<file path="src/rtl/int_sqrt_pkg.sv">
// Shared definitions for the integer square / square-root units.
//   W_DEFAULT : default operand width
//   state_t   : controller state encoding (IDLE, ACCUM, DONE)
//   sq_ref    : reference square, used by benches of both units
package int_sqrt_pkg;

  localparam int unsigned W_DEFAULT = 8;

  typedef logic [1:0] state_t;

  localparam state_t ST_IDLE  = 2'd0;
  localparam state_t ST_ACCUM = 2'd1;
  localparam state_t ST_DONE  = 2'd2;

  function automatic logic [63:0] sq_ref(input logic [31:0] r);
    return 64'(r) * 64'(r);
  endfunction

endpackage

</file>
<file path="src/rtl/int_square_dp.sv">
// Datapath for int_square: accumulator and iteration registers.
// Default build sums consecutive odd numbers (root+1 edge latency).
// With INT_SQUARE_SHIFT_ADD_EN defined, a radix-2 shift-add multiplier
// is used instead (fixed W+1 edge latency).
// Ports:
//   clk, clr_n  : clock, async active-low reset
//   load        : capture root and clear the accumulator
//   step        : perform one iteration
//   root        : operand
//   acc         : running sum / product (2W bits)
//   cnt_zero_c  : iteration counter has reached zero (combinational)
module int_square_dp
  import int_sqrt_pkg::*;
#(
  parameter int unsigned W = W_DEFAULT
) (
  input  logic           clk,
  input  logic           clr_n,
  input  logic           load,
  input  logic           step,
  input  logic [W-1:0]   root,
  output logic [2*W-1:0] acc,
  output logic           cnt_zero_c
);

  localparam int unsigned AW = 2 * W;

`ifdef INT_SQUARE_SHIFT_ADD_EN

  localparam int unsigned CW = $clog2(W + 1);

  logic [CW-1:0] cnt;
  logic [AW-1:0] mcand;
  logic [W-1:0]  mplier;

  // One multiplier bit per step, LSB first.
  always_ff @(posedge clk or negedge clr_n) begin
    if (!clr_n) begin
      cnt    <= '0;
      acc    <= '0;
      mcand  <= '0;
      mplier <= '0;
    end else if (load) begin
      cnt    <= CW'(W);
      acc    <= '0;
      mcand  <= AW'(root);
      mplier <= root;
    end else if (step) begin
      if (mplier[0]) begin
        acc <= acc + mcand;
      end
      mcand  <= mcand << 1;
      mplier <= mplier >> 1;
      cnt    <= cnt - CW'(1);
    end
  end

`else

  localparam int unsigned OW = W + 1;

  logic [W-1:0]  cnt;
  logic [OW-1:0] odd;

  // root^2 = 1 + 3 + ... + (2*root-1); odd never exceeds 2^(W+1)-1.
  always_ff @(posedge clk or negedge clr_n) begin
    if (!clr_n) begin
      cnt <= '0;
      acc <= '0;
      odd <= '0;
    end else if (load) begin
      cnt <= root;
      acc <= '0;
      odd <= OW'(1);
    end else if (step) begin
      acc <= acc + AW'(odd);
      odd <= odd + OW'(2);
      cnt <= cnt - W'(1);
    end
  end

`endif

  assign cnt_zero_c = (cnt == '0);

endmodule

</file>
<file path="src/rtl/int_square.sv">
// Iterative integer squarer: square = root * root.
// Optional build macro: INT_SQUARE_SHIFT_ADD_EN (shift-add datapath,
// fixed latency); otherwise odd-number accumulation.
// Ports:
//   clk    : clock
//   clr_n  : async active-low reset; aborts any operation
//   start  : request, sampled only in IDLE
//   root   : operand, captured when start is accepted
//   busy   : high in ACCUM and DONE
//   valid  : one-cycle result strobe
//   square : result, held until the next completion
module int_square
  import int_sqrt_pkg::*;
#(
  parameter int unsigned W = W_DEFAULT
) (
  input  logic           clk,
  input  logic           clr_n,
  input  logic           start,
  input  logic [W-1:0]   root,
  output logic           busy,
  output logic           valid,
  output logic [2*W-1:0] square
);

  state_t         state_q;
  state_t         state_d;
  logic           load_c;
  logic           step_c;
  logic           cnt_zero_c;
  logic [2*W-1:0] acc;

  int_square_dp #(.W(W)) u_dp (
    .clk        (clk),
    .clr_n      (clr_n),
    .load       (load_c),
    .step       (step_c),
    .root       (root),
    .acc        (acc),
    .cnt_zero_c (cnt_zero_c)
  );

  // Next-state and datapath enables.
  always_comb begin
    state_d = state_q;
    load_c  = 1'b0;
    step_c  = 1'b0;
    case (state_q)
      ST_IDLE: begin
        if (start) begin
          load_c  = 1'b1;
          state_d = ST_ACCUM;
        end
      end
      ST_ACCUM: begin
        if (!cnt_zero_c) begin
          step_c = 1'b1;
        end else begin
          state_d = ST_DONE;
        end
      end
      ST_DONE: state_d = ST_IDLE;
      default: state_d = ST_IDLE;
    endcase
  end

  // State and registered outputs; busy/valid follow the next state.
  always_ff @(posedge clk or negedge clr_n) begin
    if (!clr_n) begin
      state_q <= ST_IDLE;
      busy    <= 1'b0;
      valid   <= 1'b0;
      square  <= '0;
    end else begin
      state_q <= state_d;
      busy    <= (state_d == ST_ACCUM) || (state_d == ST_DONE);
      valid   <= (state_d == ST_DONE);
      if ((state_q == ST_ACCUM) && cnt_zero_c) begin
        square <= acc;
      end
    end
  end

endmodule

</file>
<file path="config.mk">
export PLATFORM = sky130hd
export DESIGN_NAME = int_square
export DESIGN_NICKNAME = d
export VERILOG_FILES = /design/src/rtl/int_sqrt_pkg.sv /design/src/rtl/int_square_dp.sv /design/src/rtl/int_square.sv
export SDC_FILE = /design/constraint.sdc
export NUM_CORES = 1
export LEC_CHECK = 0
export BUFFER_PORTS_ARGS = -buffer_cell sky130_fd_sc_hd__buf_2
export CORE_UTILIZATION = 30
export CTS_CLUSTER_DIAMETER = 50
export DETAILED_ROUTE_END_ITERATION = 8
export GPL_TIMING_DRIVEN = 0
export PLACE_DENSITY = 0.42
export SLEW_MARGIN = 40
export SYNTH_ARGS = -nofsm -noshare
export SYNTH_HDL_FRONTEND = slang
export SYNTH_SLANG_ARGS = --single-unit
</file>
<file path="constraint.sdc">
create_clock -name clk -period 2.7 [get_ports clk]
set_input_delay 0.54 -clock clk [delete_from_list [all_inputs] [get_ports clk]]
set_output_delay 0.54 -clock clk [all_outputs]
set_load 0.02 [all_outputs]
</file>
# After elaboration in Yosys (flattened, before gate mapping)
# Cells that the tools add are included.
[word_totals]
elab_cells = 31
reg_bits = 53
input_bits = 11
[op_classes]
n_reduce_logical = 5
eq_ne = 3
n_mux = 13
n_addsub = 3
[ops]
columns = ["op", "n"]
rows = [
  ["two-way mux 16 bit", 2],
  ["two-way mux 9 bit", 2],
  ["adder 16 x 9 -> 16 bit", 1],
  ["two-way mux 8 bit", 2],
  ["adder 9 x 2 -> 9 bit, second input constant", 1],
  ["zero test 8 bit", 1],
  ["subtractor 8 x 1 -> 8 bit, second input constant", 1],
  ["== test 2 x 1 -> 1 bit, second input constant", 2],
  ["two-way mux 1 bit", 4],
  ["two-way mux 2 bit", 2],
  ["one-hot mux 2 bit (2 select lines)", 1],
  ["== test 2 bit, second input constant", 1],
  ["zero test 2 bit", 1],
  ["nonzero test 2 bit", 1],
  ["logical AND 1 bit", 1],
  ["logical OR 1 bit", 1],
]

# Logic depth before layout (Yosys ltp)
[logic_depth]
word_depth = 5
mapped_depth = 8
ltp_nobuf = 8

# By module
# A second synthesis with hierarchy kept.
[unflattened]
cells_unflattened = 251
area_unflattened_um2 = 2741.4
[modules_own_cells]
columns = ["module", "instances", "cells_per_inst", "area_each_um2"]
rows = [
  ["int_square_dp", 1, 204, 1943.1],
  ["int_square", 1, 47, 798.3],
]

# Worst setup path after synthesis
# No wires, ideal clock.
[synth_timing]
path_type = "flip-flop to flip-flop"
from = "register u_dp.acc[0]"
to = "register u_dp.acc[14]"
period_less_slack_ps = 2088
n_path_buf = 0
required_time_ps = 2570
arrival_ps = 1958
stages_incl_launch_ff = 8
slack_ps = 612
path_cell_list = "dfrtp_1 -> ha_1 -> fa_1 -> a211oi_1 -> o21ai_1 -> a21oi_1 -> nor4_2 -> mux2i_1"
[synth_between]
elab_chain_cells = 3
[synth_rtl]
columns = ["item", "line_no", "text"]
rows = [
  ["from (decl)", "int_square_dp.sv:22", "output logic [2*W-1:0] acc,"],
  ["from (signal assigned)", "int_square_dp.sv:76", "acc <= acc + AW'(odd);"],
  ["adder 16 x 9 -> 16 bit", "int_square_dp.sv:76", ""],
  ["two-way mux 16 bit", "int_square_dp.sv:75", "end else if (step) begin"],
  ["two-way mux 16 bit", "int_square_dp.sv:71", "end else if (load) begin"],
]
# Every way passes these cells. The select of a mux whose other input is x is not followed.
# A chain may end at the register's enable or synchronous reset.

# Final worst setup path
# Ends and elaborated chain as after synthesis.

==> metrics.yaml <==
run_status:
  outcome: "finished with violations"
  violations: "DRC"
logic_synthesis:
  synth_fp_nets: 306
  yosysSeqAreaShare_pct: 47.8
  async_flop_share_pct: 100
  synth_edf_count: 0
  ys_ff_latch: 53
  syn_area_mm2: 0.00277
  synth_ff_type: "dfrtp_1"
  syn_avg_cell_area_um2: 9.87
  netlist_instances: 281
  ys_types: 49
  yosysWarnings: 0
clock_tree:
  path_clk_slew_ns: 0.09
  cts_max_level: 2
  tritoncts: "yes"
  clk_latency_ns: 0.31
  cts_sinks: 53
  cts_post_setup_buffers_inserted: 0
  postCtsHoldBufs: 0
  cts_buffer_depth: 2
  cts_buffers: 5
  postCtsResizedCells: 0
  root_buffer: "clkbuf_8"
route:
  vias: 2064
  drc: 2
  drtAntennaViolNets: 0
  drt-vias-per-instance: 4.86
  routed_wl_um: 6290
  first_pass_iters: 8
  drt_iter0_drc: 78
  wl_per_cell_um: 14.8
die:
  start_util_pct: 31.3
  die_w_um: 98.1
  io_pins: 29
  core_mm2: 0.00885
  die_h_um: 98.1
  floorplan.rows: 34
  die_area_mm2: 0.00963
power_and_ir_drop:
  leakage_nw: 1.50
  powerDensity_mw_per_mm2: 1160
  irDropWorstVdd_mv: 0.411
setup_path:
  critPathLaunchType: "register"
  cp_max_fo: 3
  cp_data_required_time_ns: 2.89
  end_kind: "register"
  crit_type: "register to register"
  crit_arrival_ns: 2.54
timing:
  timing_max_transition_violations_final: 0
  finClkSkew_ns: 0.00948
  rsz0062_at_grt: "no"
  final-hold-violation-count: 0
  timing.final.crit_share_pct: 86.8
  fmax_mhz: 427
  final-setup-viol-count: 0
  period_minus_slack_ns: 2.34
  worst_pin_slew_ns: 0.690
  setup-tns-final_ns: 0
  max-slew-margin-rel_pct: 54.0
layout:
  fin_nets: 341
  syn_to_final_growth_pct: 13.9
  diodes: 0
  final_area_mm2: 0.00316
  n_fill_cell: 936
  drive_above_1_share_pct: 20.8
global_routing:
  grt_pass1_wl_um: 10600
  first_global_vias: 2061
  grt_max_degree: 54
  grt-ovfl-total: 0
  track_usage_pct: 14.1
  antenna_found_initial: 0
placement:
  placement.io_buffers: 28
  dp_hpwl_um: 4510
  placed_area_mm2: 0.00305
  place_congestion: 0.785
flow_run:
  drv_cap: 0
min_path:
  min_path_type: "primary input to asynchronous set/reset pin"
==> routing by layer <==
layer / track usage [%] / vias to the layer above / share of wire (%)
met1: 19.7 / 954 / 51
met3: 2.79 / 6 / 3.1
met5: 0 / - / 0
met4: 4.13 / 0 / 1.1
met2: 22.3 / 41 / 45
li1: - / 1063 / -
==> sequential cells by signal, summed over array words and instances, names as in the netlist <==
name,flops
state_q,2
u_dp.acc,16
u_dp.cnt,8
valid,1
u_dp.odd,9
square,16
busy,1
==> synthesized netlist by cell type (3+ instances only) <==
master | number | area (µm²)
a211oi_1 | 3 | 22.5
a21o_1 | 3 | 22.5
a21oi_1 | 13 | 65.1
buf_2 | 3 | 15.0
clkbuf_1 | 4 | 15.0
dfrtp_1 | 53 | 1330
ha_1 | 13 | 163
inv_1 | 8 | 30.0
mux2_2 | 6 | 67.6
mux2i_1 | 3 | 30.0
nand2_1 | 53 | 199
nand3_1 | 19 | 95.1
nand4_1 | 5 | 31.3
nor2_1 | 13 | 48.8
nor3_1 | 3 | 15.0
nor3b_2 | 3 | 37.5
o211ai_1 | 3 | 22.5
o21ai_0 | 20 | 100
o21ai_1 | 3 | 15.0
or3_1 | 3 | 18.8
xnor2_1 | 7 | 61.3
xor2_1 | 7 | 61.3
==> stage by stage <==
step | hold slack [ns] | cells | power, mW | utilization (%) | setup slack, ns
5_1_grt | 0.328 | 425 | 4.03 | 35.7 | 0.155
2_1_floorplan | 0.244 | 281 | 2.72 | - | 0.612
4_1_cts | 0.299 | 425 | 3.72 | 35.6 | 0.193
3_5_place_dp | 0.457 | 417 | 3.20 | 34.5 | 0.218
3_3_place_gp | 0.453 | 417 | 3.18 | 34.4 | 0.197
6_report | 0.261 | 425 | 3.67 | 35.7 | 0.356
==> cell families after synthesis <==
| kind of cell | count (synthesis) | share of synthesized area (%) |
|---|---|---|
| simple gates | 111 | 20.0 |
| compound gates | 59 | 13.8 |
| flops | 53 | 47.8 |
| buf+inv | 21 | 3.83 |
| xor+xnor | 14 | 4.42 |
| fa+ha+maj | 14 | 6.59 |
| mux | 9 | 3.52 |
==> critical path: stages (launching register included) <==
cell,delay [ns]
dfrtp_1,0.42
ha_1,0.25
fa_1,0.43
a211oi_2,0.35
o21ai_1,0.19
a21oi_1,0.33
nor4_2,0.12
mux2i_1,0.13
==> placed cells by master (no fill, tap or decap), types with 2 or more instances in the layout <==
master / netlist / layout
a211oi_1: 3 / 2
a21o_1: 3 / 3
a21oi_1: 13 / 13
a31oi_1: 2 / 2
buf_2: 3 / 30
buf_4: 2 / 3
buf_6: 2 / 2
clkbuf_1: 4 / 4
clkbuf_8: 0 / 7
dfrtp_1: 53 / 53
ha_1: 13 / 13
inv_1: 8 / 8
mux2_2: 6 / 6
mux2i_1: 3 / 3
nand2_1: 53 / 53
nand2b_1: 2 / 2
nand3_1: 19 / 19
nand4_1: 5 / 5
nor2_1: 13 / 13
nor3_1: 3 / 3
nor3b_2: 3 / 3
nor4_1: 2 / 2
o211ai_1: 3 / 3
o21ai_0: 20 / 20
o21ai_1: 3 / 3
o31ai_1: 2 / 2
or3_1: 3 / 3
xnor2_1: 7 / 7
xor2_1: 7 / 7
==> where the power goes <==
| part | switching [mW] | leakage, nW | total, mW | internal (mW) |
|---|---|---|---|---|
| Clock | 0.263 | 0.0542 | 0.495 | 0.232 |
| Combinational | 1.06 | 0.768 | 1.79 | 0.733 |
| Sequential | 0.289 | 0.675 | 1.38 | 1.09 |
==> path summary, 6_finish.rpt <==
check	startpoint	to	slack, ns	cells past startpoint
max	u_dp.acc[0]	u_dp.acc[14]	0.36	7
min	clr_n	square[12]	0.26	1
max reg2reg	u_dp.acc[0]	u_dp.acc[14]	0.36	7
min reg2reg	square[15]	square[15]	0.47	2
max in group asynchronous	clr_n	u_dp.cnt[3]	1.97	1
min in group clk	root[5]	u_dp.cnt[5]	0.42	2
==> cell type report <==
class	instances	area (µm²)	share of cell area, %
plain buffers	12	72.6	2.30
clock buffers	7	96.3	3.05
clock inverters	1	5.00	0.159
inverters	9	33.8	1.07
multi-input cells	207	1350	42.6
flip-flops and latches	53	1330	42.0
well taps	108	135	4.28
repair buffers	28	143	4.52
(Power assumes the default switching activity.)
